`src/rtl/mm_job_sequencer.sv`:
```
// Job controller for the matrix-multiply subsystem: streams host words into MemA/MemB,
// pulses core reset and Go, waits for Done under a timeout, and returns the latched product.
module mm_job_sequencer #(
  parameter int DATA_W  = 128,
  parameter int ADDR_W  = 1,
  parameter int WORDS   = 2,
  parameter int RES_W   = 512,
  parameter int TIMEOUT = 1024
) (
  input  logic              Clk,
  input  logic              Rst,
  input  logic              Start,
  input  logic              In_valid,
  output logic              In_ready,
  input  logic [DATA_W-1:0] In_data,
  output logic [ADDR_W-1:0] M_Addrb,
  output logic [DATA_W-1:0] M_dib,
  output logic              MA_enb,
  output logic              MA_web,
  output logic              MB_enb,
  output logic              MB_web,
  output logic              Rst_Core,
  output logic              Go,
  input  logic              Done,
  input  logic [RES_W-1:0]  Mult_out,
  output logic              Res_valid,
  input  logic              Res_ready,
  output logic [RES_W-1:0]  Res_data,
  output logic              Busy,
  output logic              Err
);

  localparam int TMR_W = (TIMEOUT > 2) ? $clog2(TIMEOUT) : 1;
  localparam logic [ADDR_W-1:0] CNT_LAST = ADDR_W'(WORDS - 1);
  localparam logic [TMR_W-1:0]  TMR_LAST = TMR_W'(TIMEOUT - 1);

  typedef enum logic [2:0] {
    S_IDLE,
    S_CLR,
    S_LOAD_A,
    S_LOAD_B,
    S_GO,
    S_WAIT,
    S_RESULT
  } state_t;

  state_t             state, state_nx;
  logic [ADDR_W-1:0]  cnt, cnt_nx;
  logic [TMR_W-1:0]   timer, timer_nx;
  logic               err, err_nx;
  logic [RES_W-1:0]   res_q, res_nx;

  always_ff @(posedge Clk or posedge Rst) begin
    if (Rst) begin
      state <= S_IDLE;
      cnt   <= '0;
      timer <= '0;
      err   <= 1'b0;
      res_q <= '0;
    end else begin
      state <= state_nx;
      cnt   <= cnt_nx;
      timer <= timer_nx;
      err   <= err_nx;
      res_q <= res_nx;
    end
  end

  always_comb begin
    state_nx  = state;
    cnt_nx    = cnt;
    timer_nx  = timer;
    err_nx    = err;
    res_nx    = res_q;
    In_ready  = 1'b0;
    MA_enb    = 1'b0;
    MA_web    = 1'b0;
    MB_enb    = 1'b0;
    MB_web    = 1'b0;
    Rst_Core  = 1'b0;
    Go        = 1'b0;
    Res_valid = 1'b0;

    case (state)
      S_IDLE: begin
        if (Start) begin
          state_nx = S_CLR;
          err_nx   = 1'b0;
        end
      end
      S_CLR: begin
        Rst_Core = 1'b1;
        cnt_nx   = '0;
        state_nx = S_LOAD_A;
      end
      S_LOAD_A: begin
        In_ready = 1'b1;
        MA_enb   = In_valid;
        MA_web   = In_valid;
        if (In_valid) begin
          if (cnt == CNT_LAST) begin
            cnt_nx   = '0;
            state_nx = S_LOAD_B;
          end else begin
            cnt_nx = cnt + ADDR_W'(1);
          end
        end
      end
      S_LOAD_B: begin
        In_ready = 1'b1;
        MB_enb   = In_valid;
        MB_web   = In_valid;
        if (In_valid) begin
          if (cnt == CNT_LAST) begin
            cnt_nx   = '0;
            state_nx = S_GO;
          end else begin
            cnt_nx = cnt + ADDR_W'(1);
          end
        end
      end
      S_GO: begin
        Go       = 1'b1;
        timer_nx = '0;
        state_nx = S_WAIT;
      end
      S_WAIT: begin
        // Done is checked first so it wins over a coincident timeout
        if (Done) begin
          res_nx   = Mult_out;
          state_nx = S_RESULT;
        end else if (timer == TMR_LAST) begin
          err_nx   = 1'b1;
          state_nx = S_IDLE;
        end else begin
          timer_nx = timer + TMR_W'(1);
        end
      end
      S_RESULT: begin
        Res_valid = 1'b1;
        if (Res_ready) state_nx = S_IDLE;
      end
      default: state_nx = S_IDLE;
    endcase
  end

  assign M_Addrb  = cnt;
  assign M_dib    = In_data;
  assign Busy     = (state != S_IDLE);
  assign Err      = err;
  assign Res_data = res_q;

endmodule

```
`config.mk`:
```
export PLATFORM = sky130hd
export DESIGN_NAME = mm_job_sequencer
export DESIGN_NICKNAME = d
export VERILOG_FILES = /design/src/rtl/mm_job_sequencer.sv
export SDC_FILE = /design/constraint.sdc
export NUM_CORES = 1
export LEC_CHECK = 0
export ABC_AREA = 1
export CORE_AREA = 2 2 498 500
export CTS_BUF_LIST = sky130_fd_sc_hd__clkbuf_8
export CTS_CLUSTER_SIZE = 14
export DETAILED_ROUTE_END_ITERATION = 6
export DIE_AREA = 0 0 500 502
export SLEW_MARGIN = 20
export SYNTH_ARGS = -nofsm -noshare
export SYNTH_HDL_FRONTEND = slang
export SYNTH_SLANG_ARGS = --single-unit
```
`constraint.sdc`:
```
create_clock -name Clk -period 26 [get_ports Clk]
set_input_delay 5.2 -clock Clk [delete_from_list [all_inputs] [get_ports Clk]]
set_output_delay 5.2 -clock Clk [all_outputs]
set_load 0.03 [all_outputs]
```
==> flow_summary.yaml, run 1 <==
run_status:
  run_status: "finished clean"
clocking:
  cts.reportedPaths.clkPinSlew_ns: 0.06
  clk_root_buffer_cell: "clkbuf_8"
  clk_path_buf_depth: 3
  numCtsBuffers: 113
  tritoncts: "built"
  ctsHtreeMaxLevel: 3
  cts_setup_buffers: 0
  cts_hold_buf: 0
  clkLatencyLatePin_ns: 0.87
  numClockSinks: 527
  cts_resized: 0
sta:
  finalSetupViolations: 0
  timing.hold.ws_ns: 0.476
  max_freq_mhz: 82.4
  clock-skew-final_ns: 0.0614
  max_slew.worst_pin.slew_ns: 1.10
  rsz0062_at_grt: "no"
  post-route-worst-setup-slack_ns: 13.87
  post-route-min-period_ns: 12.13
  tns_ns: 0
  slew_viol_final: 0
  timing_hold_violations_final: 0
  worst_slew_margin_relative_to_its_limit_pct: 26.4
  layout_worst_path_cycle_share_pct: 46.7
drt:
  wirelength_mm: 177
  vias: 20600
  detail_route.vias_per_cell: 3.07
  routed_wire_length_per_instance_um: 26.4
  drt_iter0_drc: 1329
  remaining_drc_errors: 0
  detailedRoute.firstPassIterationCount: 6
  antenna_violating_nets_post_route: 0
logic_synthesis:
  yosys.cell_types.count: 23
  synth_seq_area_share_pct: 62.2
  synthesis.yosys.warnings: 0
  syn_area_um2: 21200
  syn-instance-count: 2435
  synthMostInstantiatedCell: "nand2_1"
  post_synth_xor_area_fraction_pct: 0.207
  synth.mux.area_fraction_pct: 0
  yosysTopAreaCellShare_pct: 62.2
  synthAdderAreaFrac_pct: 0.0590
  synth_top_family_by_area: "simple AND/OR/NAND/NOR gates"
  synth_compound_area_share_pct: 0.301
  top_cells_by_area_in_the_synthesized_netlist: "dfrtp_1 (62%), nand2_1 (28%), buf_4 (6.1%), buf_2 (1.5%), nand3_1 (0.40%)"
  post_synth_simple_gate_area_pct: 29.1
  count_of_flip_flops_with_a_built_in_enable_after_synthesis: 0
  synth.ff_latch_count: 527
  synth_area_leader_cell: "dfrtp_1"
  yosys-top-cells-count: "nand2_1 (1,582), dfrtp_1 (527), buf_4 (173)"
  synth_top_flop_cell: "dfrtp_1"
  synth_area_per_cell_um2: 8.70
  postSynth.asyncResetShare_pct: 100
  post_synthesis_net_count: 3082
setup_path:
  setup.worst_path.end: "MA_enb"
  rr_endpoint: "Res_data[358]$_DFFE_PP0P_"
  slowest_delay_ns: 0.69
  timing.critical_path.cells: "clkdlybuf4s50_1 -> nand2_1 -> nor2_1 -> buf_4 -> clkdlybuf4s50_1"
  ff2ff_setup_slack_ns: 22.24
  r2r.worst_path.cells: 9
  critical_path.startpoint: "In_valid"
  critPathArrivalTime_ns: 6.93
  cp_data_required_time_ns: 20.80
  slowest_stage: "clkdlybuf4s50_1"
  timing_worst_setup_path_type: "in2out"
  worst-path-max-fanout: 2
  critical_path.endpoint_type: "primary output"
  critPathMostFrequentCell: "clkdlybuf4s50_1"
  crit_path_start_kind: "primary input"
  worstReg2RegStart: "state[1]$_DFFE_PP0P_"
cells_and_area:
  layout-drive-gt1-share_pct: 6.36
  post_layout_nonfiller_instances: 6711
  stdcell_area_um2: 36800
  area_growth_syn_to_layout_pct: 73.8
  finish.net_count: 4014
  final_util_pct: 15.0
grt:
  vias_in_the_first_global_route: 21300
  grt_max_degree: 113
  gr-usage-met2_pct: 19.4
  grt_util_all_layers_pct: 13.7
  grt.busiest_layer: "met2"
  grt_pass1_wl_mm: 223
  grt-ovfl-total: 0
  initial_antenna_violation_count: 166
  met3_usage_pct: 11.2
  groute.layer.met1.usage_pct: 14.5
place:
  placed_cell_area_um2: 34200
  finalWeightedCongestion: 0.918
  dp_worst_setup_slack_ns: 13.76
  io_buffers: 1040
  place.detailed.instances: 6472
  detailedPlacementHpwl_mm: 150
floorplan:
  pin_count: 1297
  core-area_um2: 245000
  die_w_um: 500
  floorplan.initialDensity_pct: 8.64
  die_area_um2: 251000
  fp-row-count: 182
  chipHeight_um: 502
power_and_ir_drop:
  power.leakage_nw: 16.7
  fraction_of_power_consumed_by_the_clock_network_pct: 20.9
  switchingPower_mw: 2.43
  power.share.combinational_pct: 51.3
  power_mw: 5.05
  power-per-cell-area_nw_per_um2: 137
  fraction_of_power_consumed_by_sequential_logic_pct: 27.7
  power_switching_share_pct: 48.2
  p_int_mw: 2.62
  ir_drop_mv: 0.0663
worst_hold_path:
  timing.hold.worst.class: "reg2reg"
flow_run:
  cap_violations: 0
-- metal layers --
layer / vias to the layer above / share of wire (%)
met3: 511 / 18
met5: - / 0.18
li1: 9125 / -
met4: 30 / 4.9
met2: 1325 / 40
met1: 9635 / 36
-- kinds of logic (layout without fill, tap and decap cells) --
kind of cell	count (synthesis)	in the layout
compound gates	12	12
xor+xnor	5	5
fa+ha+maj	1	1
buf+inv	263	1288
flops	527	527
other cells	0	31
simple gates	1627	1627
-- how the worst min path moves through the flow --
stage / from / to / cells past startpoint
3_3_place_gp: Res_data[398]$_DFFE_PP0P_ / Res_data[398]$_DFFE_PP0P_ / 2
2_1_floorplan: timer[6]$_DFFE_PP0P_ / timer[6]$_DFFE_PP0P_ / 2
6_report: Err$_DFFE_PP0P_ / Err$_DFFE_PP0P_ / 2
4_1_cts: Res_data[390]$_DFFE_PP0P_ / Res_data[390]$_DFFE_PP0P_ / 2
3_5_place_dp: Res_data[279]$_DFFE_PP0P_ / Res_data[279]$_DFFE_PP0P_ / 2
5_1_grt: Res_data[323]$_DFFE_PP0P_ / Res_data[323]$_DFFE_PP0P_ / 2
-- worst max-delay path: cells and delay by family --
family	cells	cell delay [ns]
buf+inv	3	1.42
simple gates	2	0.29
-- state kept, by name, indices dropped and copies added (netlist names) --
name,flops
timer,10
state,3
Err,1
M_Addrb,1
Res_data,512
-- cell type report --
cell class | count | area [um2]
multi-input cells | 1645 | 6290
flip-flops and latches | 527 | 13200
clock buffers | 142 | 1950
clock inverters | 66 | 618
fillers | 27700 | 208000
inverters | 19 | 78.8
diodes | 31 | 77.6
well taps | 3220 | 4030
repair buffers | 1061 | 10600
-- power groups by stage --
stage / Sequential [mW] / Clock (mW) / Combinational (mW)
global placement: 1.39 / 0 / 2.64
CTS: 1.40 / 1.11 / 2.65
floorplan: 2.09 / 0 / 0.485
detailed placement: 1.40 / 0 / 2.64
global route: 1.45 / 1.14 / 2.79
finish: 1.40 / 1.06 / 2.59
-- cell usage in the layout (no fill, tap or decap) --
master              n
nor2_1             19
clkinvlp_4          7
xnor2_1             2
inv_12              1
buf_6               2
a21oi_1             1
clkinv_8            2
diode_2            31
nor2_2              2
clkdlybuf4s50_1  1040
nor3_1              2
buf_12              1
inv_6               2
bufinv_16          10
nand3_1            17
inv_2               3
clkbuf_8          142
nor2_4              1
inv_1              35
nand2_2             1
ha_1                1
clkinv_4            1
clkinv_2           23
xor2_1              3
nand2_4             1
nor2_8              1
dfrtp_1           527
buf_4              18
nand4_1             2
nand2_1          1581
o21ai_2             1
o21ai_0             9
o21ai_1             1
inv_8               1
(Power assumes the default switching activity.)
==> run 2, diff against run 1 <==
- clock period: 26 -> 12.3 ns (I/O delays scaled with it)
==> flow_summary.yaml, run 2 (synthesized netlist as in run 1, its figures left out) <==
drt:
  routed_wire_length_per_instance_um: 26.3
  antenna_violating_nets_post_route: 0
  vias: 20600
  remaining_drc_errors: 0
  drt_iter0_drc: 1369
  detailedRoute.firstPassIterationCount: 5
  wirelength_mm: 176
  detail_route.vias_per_cell: 3.08
clocking:
  clk_path_buf_depth: 3
  cts_resized: 0
  cts.reportedPaths.clkPinSlew_ns: 0.05
  clkLatencyLatePin_ns: 0.91
  tritoncts: "built"
  ctsHtreeMaxLevel: 3
  numClockSinks: 527
  cts_hold_buf: 0
  numCtsBuffers: 112
  clk_root_buffer_cell: "clkbuf_8"
  cts_setup_buffers: 0
power_and_ir_drop:
  power.share.combinational_pct: 52.0
  fraction_of_power_consumed_by_the_clock_network_pct: 20.1
  ir_drop_mv: 0.151
  fraction_of_power_consumed_by_sequential_logic_pct: 27.9
  power.leakage_nw: 16.7
  power_switching_share_pct: 48.7
  power-per-cell-area_nw_per_um2: 289
  p_int_mw: 5.44
  switchingPower_mw: 5.16
  power_mw: 10.6
sta:
  finalSetupViolations: 0
  layout_worst_path_cycle_share_pct: 51.4
  max_slew.worst_pin.slew_ns: 1.13
  tns_ns: 0
  slew_viol_final: 0
  timing_hold_violations_final: 0
  post-route-min-period_ns: 6.32
  clock-skew-final_ns: 0.0688
  worst_slew_margin_relative_to_its_limit_pct: 24.6
  post-route-worst-setup-slack_ns: 5.98
  rsz0062_at_grt: "no"
  max_freq_mhz: 158
grt:
  grt_util_all_layers_pct: 13.6
  grt_pass1_wl_mm: 221
  initial_antenna_violation_count: 143
  grt_max_degree: 200
  vias_in_the_first_global_route: 21200
  grt-ovfl-total: 0
run_status:
  run_status: "finished clean"
floorplan:
  fp-row-count: 182
  core-area_um2: 245000
  pin_count: 1297
  die_area_um2: 251000
  floorplan.initialDensity_pct: 8.64
  die_w_um: 500
  chipHeight_um: 502
worst_hold_path:
  timing.hold.worst.class: "reg2reg"
  holdPathEnd: "Res_data[40]$_DFFE_PP0P_"
  min-delay-start: "Res_data[40]$_DFFE_PP0P_"
  hold-path-cell-count: 2
flow_run:
  cap_violations: 0
cells_and_area:
  leading_cell_type_in_the_layout_fill_and_taps_excluded: "nand2_1"
  layout-drive-gt1-share_pct: 5.88
  post_layout_nonfiller_instances: 6706
  finish.net_count: 4010
  number_of_flip_flops_under_the_largest_register_name: 512
  area_growth_syn_to_layout_pct: 73.4
  mostFrequentLayoutCells: "nand2_1 (1,581), clkdlybuf4s50_1 (1,040), dfrtp_1 (527), clkbuf_8 (137), inv_1 (47)"
setup_path:
  ff2ff_setup_slack_ns: 9.07
  critPathArrivalTime_ns: 3.86
  r2r.worst_path.cells: 8
  timing_worst_setup_path_type: "in2out"
  worst-path-max-fanout: 2
  cp_data_required_time_ns: 9.84
  critical_path.endpoint_type: "primary output"
  rr_endpoint: "Res_data[57]$_DFFE_PP0P_"
  crit_path_start_kind: "primary input"
  worstReg2RegStart: "state[2]$_DFFE_PP0P_"
place:
  dp_worst_setup_slack_ns: 5.98
  finalWeightedCongestion: 0.861
  place.detailed.instances: 6467
  io_buffers: 1040
  detailedPlacementHpwl_mm: 148
==> run 2: changes by cell type in the layout (fill, tap and decap cells not counted), sizes merged <==
cell / change
bufinv: -3
buf: -3
inv: +12
clkinv: -6
clkbuf: -5
==> run 2: worst max-delay path by stage <==
stage / start / endpoint / slack, ns / depth (start not counted)
after global routing: In_valid / MA_web / 5.92 / 4
after CTS: In_valid / MA_web / 5.98 / 4
after floorplan: Rst / Err$_DFFE_PP0P_ / 2.68 / 1
after global placement: In_valid / MA_enb / 5.89 / 4
final: In_valid / MA_web / 5.98 / 4
after detailed placement: In_valid / MA_web / 5.98 / 4
==> run 2: worst max-delay path, cell delays in order <==
cell	delay [ns]
clkdlybuf4s50_1	0.48
nand2_1	0.07
nor2_1	0.15
clkdlybuf4s50_1	0.70
==> run 2: stage by stage <==
stage	util [%]	area [um2]	hold WS, ns
floorplan	-	21200	0.491
global placement	13.9	34200	0.461
detailed placement	13.9	34200	0.464
CTS	14.9	36600	0.480
global route	15.0	36700	0.497
finish	15.0	36700	0.475
==> run 2: final cells by class <==
cell class                 instances  area, um2
timing repair buffer            1058      10600
tap                             3220       4030
multi-input combinational       1645       6290
inverter                          19       75.1
clock inverter                    69        534
antenna                           31       77.6
fill                           27600     209000
sequential                       527      13200
clock buffer                     137       1890
==> run 2: routing by layer <==
metal,global-route usage [%],up-vias,part of all wire [%]
li1,-,9128,-
met1,13.8,9633,35
met2,19.4,1328,41
met3,11.6,497,19
met4,6.26,38,5.1
met5,0.521,-,0.23
==> run 2: power by group through the flow <==
stage | registers (mW) | logic (mW) | clock network, mW
after global routing | 3.05 | 5.97 | 2.30
after floorplan | 4.41 | 1.02 | 0
after detailed placement | 2.97 | 5.64 | 0
after CTS | 2.96 | 5.66 | 2.24
after global placement | 2.93 | 5.63 | 0
final | 2.96 | 5.51 | 2.13
==> run 3, diff against run 2 <==
- CORE_AREA: 2 2 498 500 -> 2 2 504 506
- DIE_AREA: 0 0 500 502 -> 0 0 506 508
- clock period: 12.3 -> 5.5 ns (I/O delays scaled with it)
==> flow_summary.yaml, run 3 (synthesized netlist as in run 1, its figures left out) <==
run_status:
  run_status: "finished clean"
clocking:
  ctsHtreeMaxLevel: 3
  cts_setup_buffers: 0
  clk_path_buf_depth: 3
  cts_hold_buf: 0
  numClockSinks: 527
  numCtsBuffers: 106
  cts_resized: 0
  tritoncts: "built"
  clkLatencyLatePin_ns: 0.89
  clk_root_buffer_cell: "clkbuf_8"
  cts.reportedPaths.clkPinSlew_ns: 0.06
drt:
  wirelength_mm: 170
  antenna_violating_nets_post_route: 0
  detail_route.vias_per_cell: 3.00
  vias: 20500
  remaining_drc_errors: 0
  detailedRoute.firstPassIterationCount: 5
  drt_iter0_drc: 1241
  routed_wire_length_per_instance_um: 24.8
sta:
  finalSetupViolations: 0
  post-route-min-period_ns: 3.90
  max_slew.worst_pin.slew_ns: 0.985
  clock-skew-final_ns: 0.0434
  worst_slew_margin_relative_to_its_limit_pct: 34.3
  slew_viol_final: 0
  timing_hold_violations_final: 0
  layout_worst_path_cycle_share_pct: 70.9
  post-route-worst-setup-slack_ns: 1.60
  max_freq_mhz: 256
  timing.hold.ws_ns: 0.475
  rsz0062_at_grt: "no"
cells_and_area:
  area_growth_syn_to_layout_pct: 73.8
  number_of_flip_flops_under_the_largest_register_name: 512
  layout-drive-gt1-share_pct: 5.69
  finish.net_count: 4014
  leading_cell_type_in_the_layout_fill_and_taps_excluded: "nand2_1"
  mostFrequentLayoutCells: "nand2_1 (1,581), clkdlybuf4s50_1 (1,040), dfrtp_1 (527), clkbuf_8 (133), inv_1 (44)"
floorplan:
  floorplan.initialDensity_pct: 8.40
  die_area_um2: 257000
  fp-row-count: 185
  chipHeight_um: 508
  core-area_um2: 252000
  die_w_um: 506
  pin_count: 1297
place:
  finalWeightedCongestion: 0.873
  dp_worst_setup_slack_ns: 1.88
  io_buffers: 1040
  detailedPlacementHpwl_mm: 145
setup_path:
  worst-path-max-fanout: 8
  cp_data_required_time_ns: 4.40
  critical_path.startpoint: "state[0]$_DFFE_PP0P_"
  timing_worst_setup_path_type: "reg2out"
  crit_path_start_kind: "register"
  worstReg2RegStart: "state[0]$_DFFE_PP0P_"
  critical_path.endpoint_type: "primary output"
  critPathArrivalTime_ns: 2.80
flow_run:
  cap_violations: 0
power_and_ir_drop:
  power.leakage_nw: 16.7
  power-per-cell-area_nw_per_um2: 632
  ir_drop_mv: 0.314
grt:
  vias_in_the_first_global_route: 21300
  grt_util_all_layers_pct: 12.8
  grt_max_degree: 137
  initial_antenna_violation_count: 129
  grt-ovfl-total: 0
  grt_pass1_wl_mm: 215
worst_hold_path:
  timing.hold.worst.class: "reg2reg"
  min-delay-start: "Res_data[343]$_DFFE_PP0P_"
-- run 3: final timing paths --
check,end,slack [ns],cells after the start
max,Rst_Core,1.60,3
min,Res_data[343]$_DFFE_PP0P_,0.47,2
max reg2reg,Res_data[157]$_DFFE_PP0P_,3.12,6
min reg2reg,Res_data[343]$_DFFE_PP0P_,0.47,2
max in group asynchronous,Res_data[247]$_DFFE_PP0P_,3.54,4
min in group asynchronous,Res_data[7]$_DFFE_PP0P_,0.81,3
-- run 3: power by group --
| part | switching, mW | internal (mW) |
|---|---|---|
| logic | 8.21 | 4.00 |
| registers | 1.07 | 5.60 |
| clock network | 2.04 | 2.37 |
| total | 11.3 | 12.0 |
-- run 3: worst max-delay path, stage by stage (launching register included) --
cell	delay [ns]
dfrtp_1	0.52
inv_2	0.13
nor3_1	0.28
clkdlybuf4s50_1	1.01
-- run 3: area by class of cell --
class                           instances  area, um2
Sequential cell                       527      13200
Timing Repair Buffer                 1068      10800
Inverter                               19       75.1
Fill cell                           28600     215000
Clock buffer                          133       1830
Clock inverter                         53        389
Antenna cell                           24       60.1
Tap cell                             3366       4210
Multi-Input combinational cell       1645       6290
-- run 3: routing by layer --
metal,up-vias,global-route usage [%],routed length [um]
li1,9106,-,-
met1,9549,12.7,57500
met2,1316,18.1,68100
met3,489,11.2,34400
met4,40,6.57,9270
met5,-,0.574,467
-- run 3: per-stage QoR --
stage           TNS, ns  util [%]  cell area [um2]  cells  power [mW]
4_1_cts               0      14.6            36800   6811        23.9
5_1_grt               0      14.6            36800   6829        24.9
2_1_floorplan  -1455.65         -            21200   2435        12.2
3_3_place_gp          0      13.7            34500   6625        19.1
3_5_place_dp          0      13.7            34500   6625        19.2
6_report              0      14.6            36800   6835        23.3
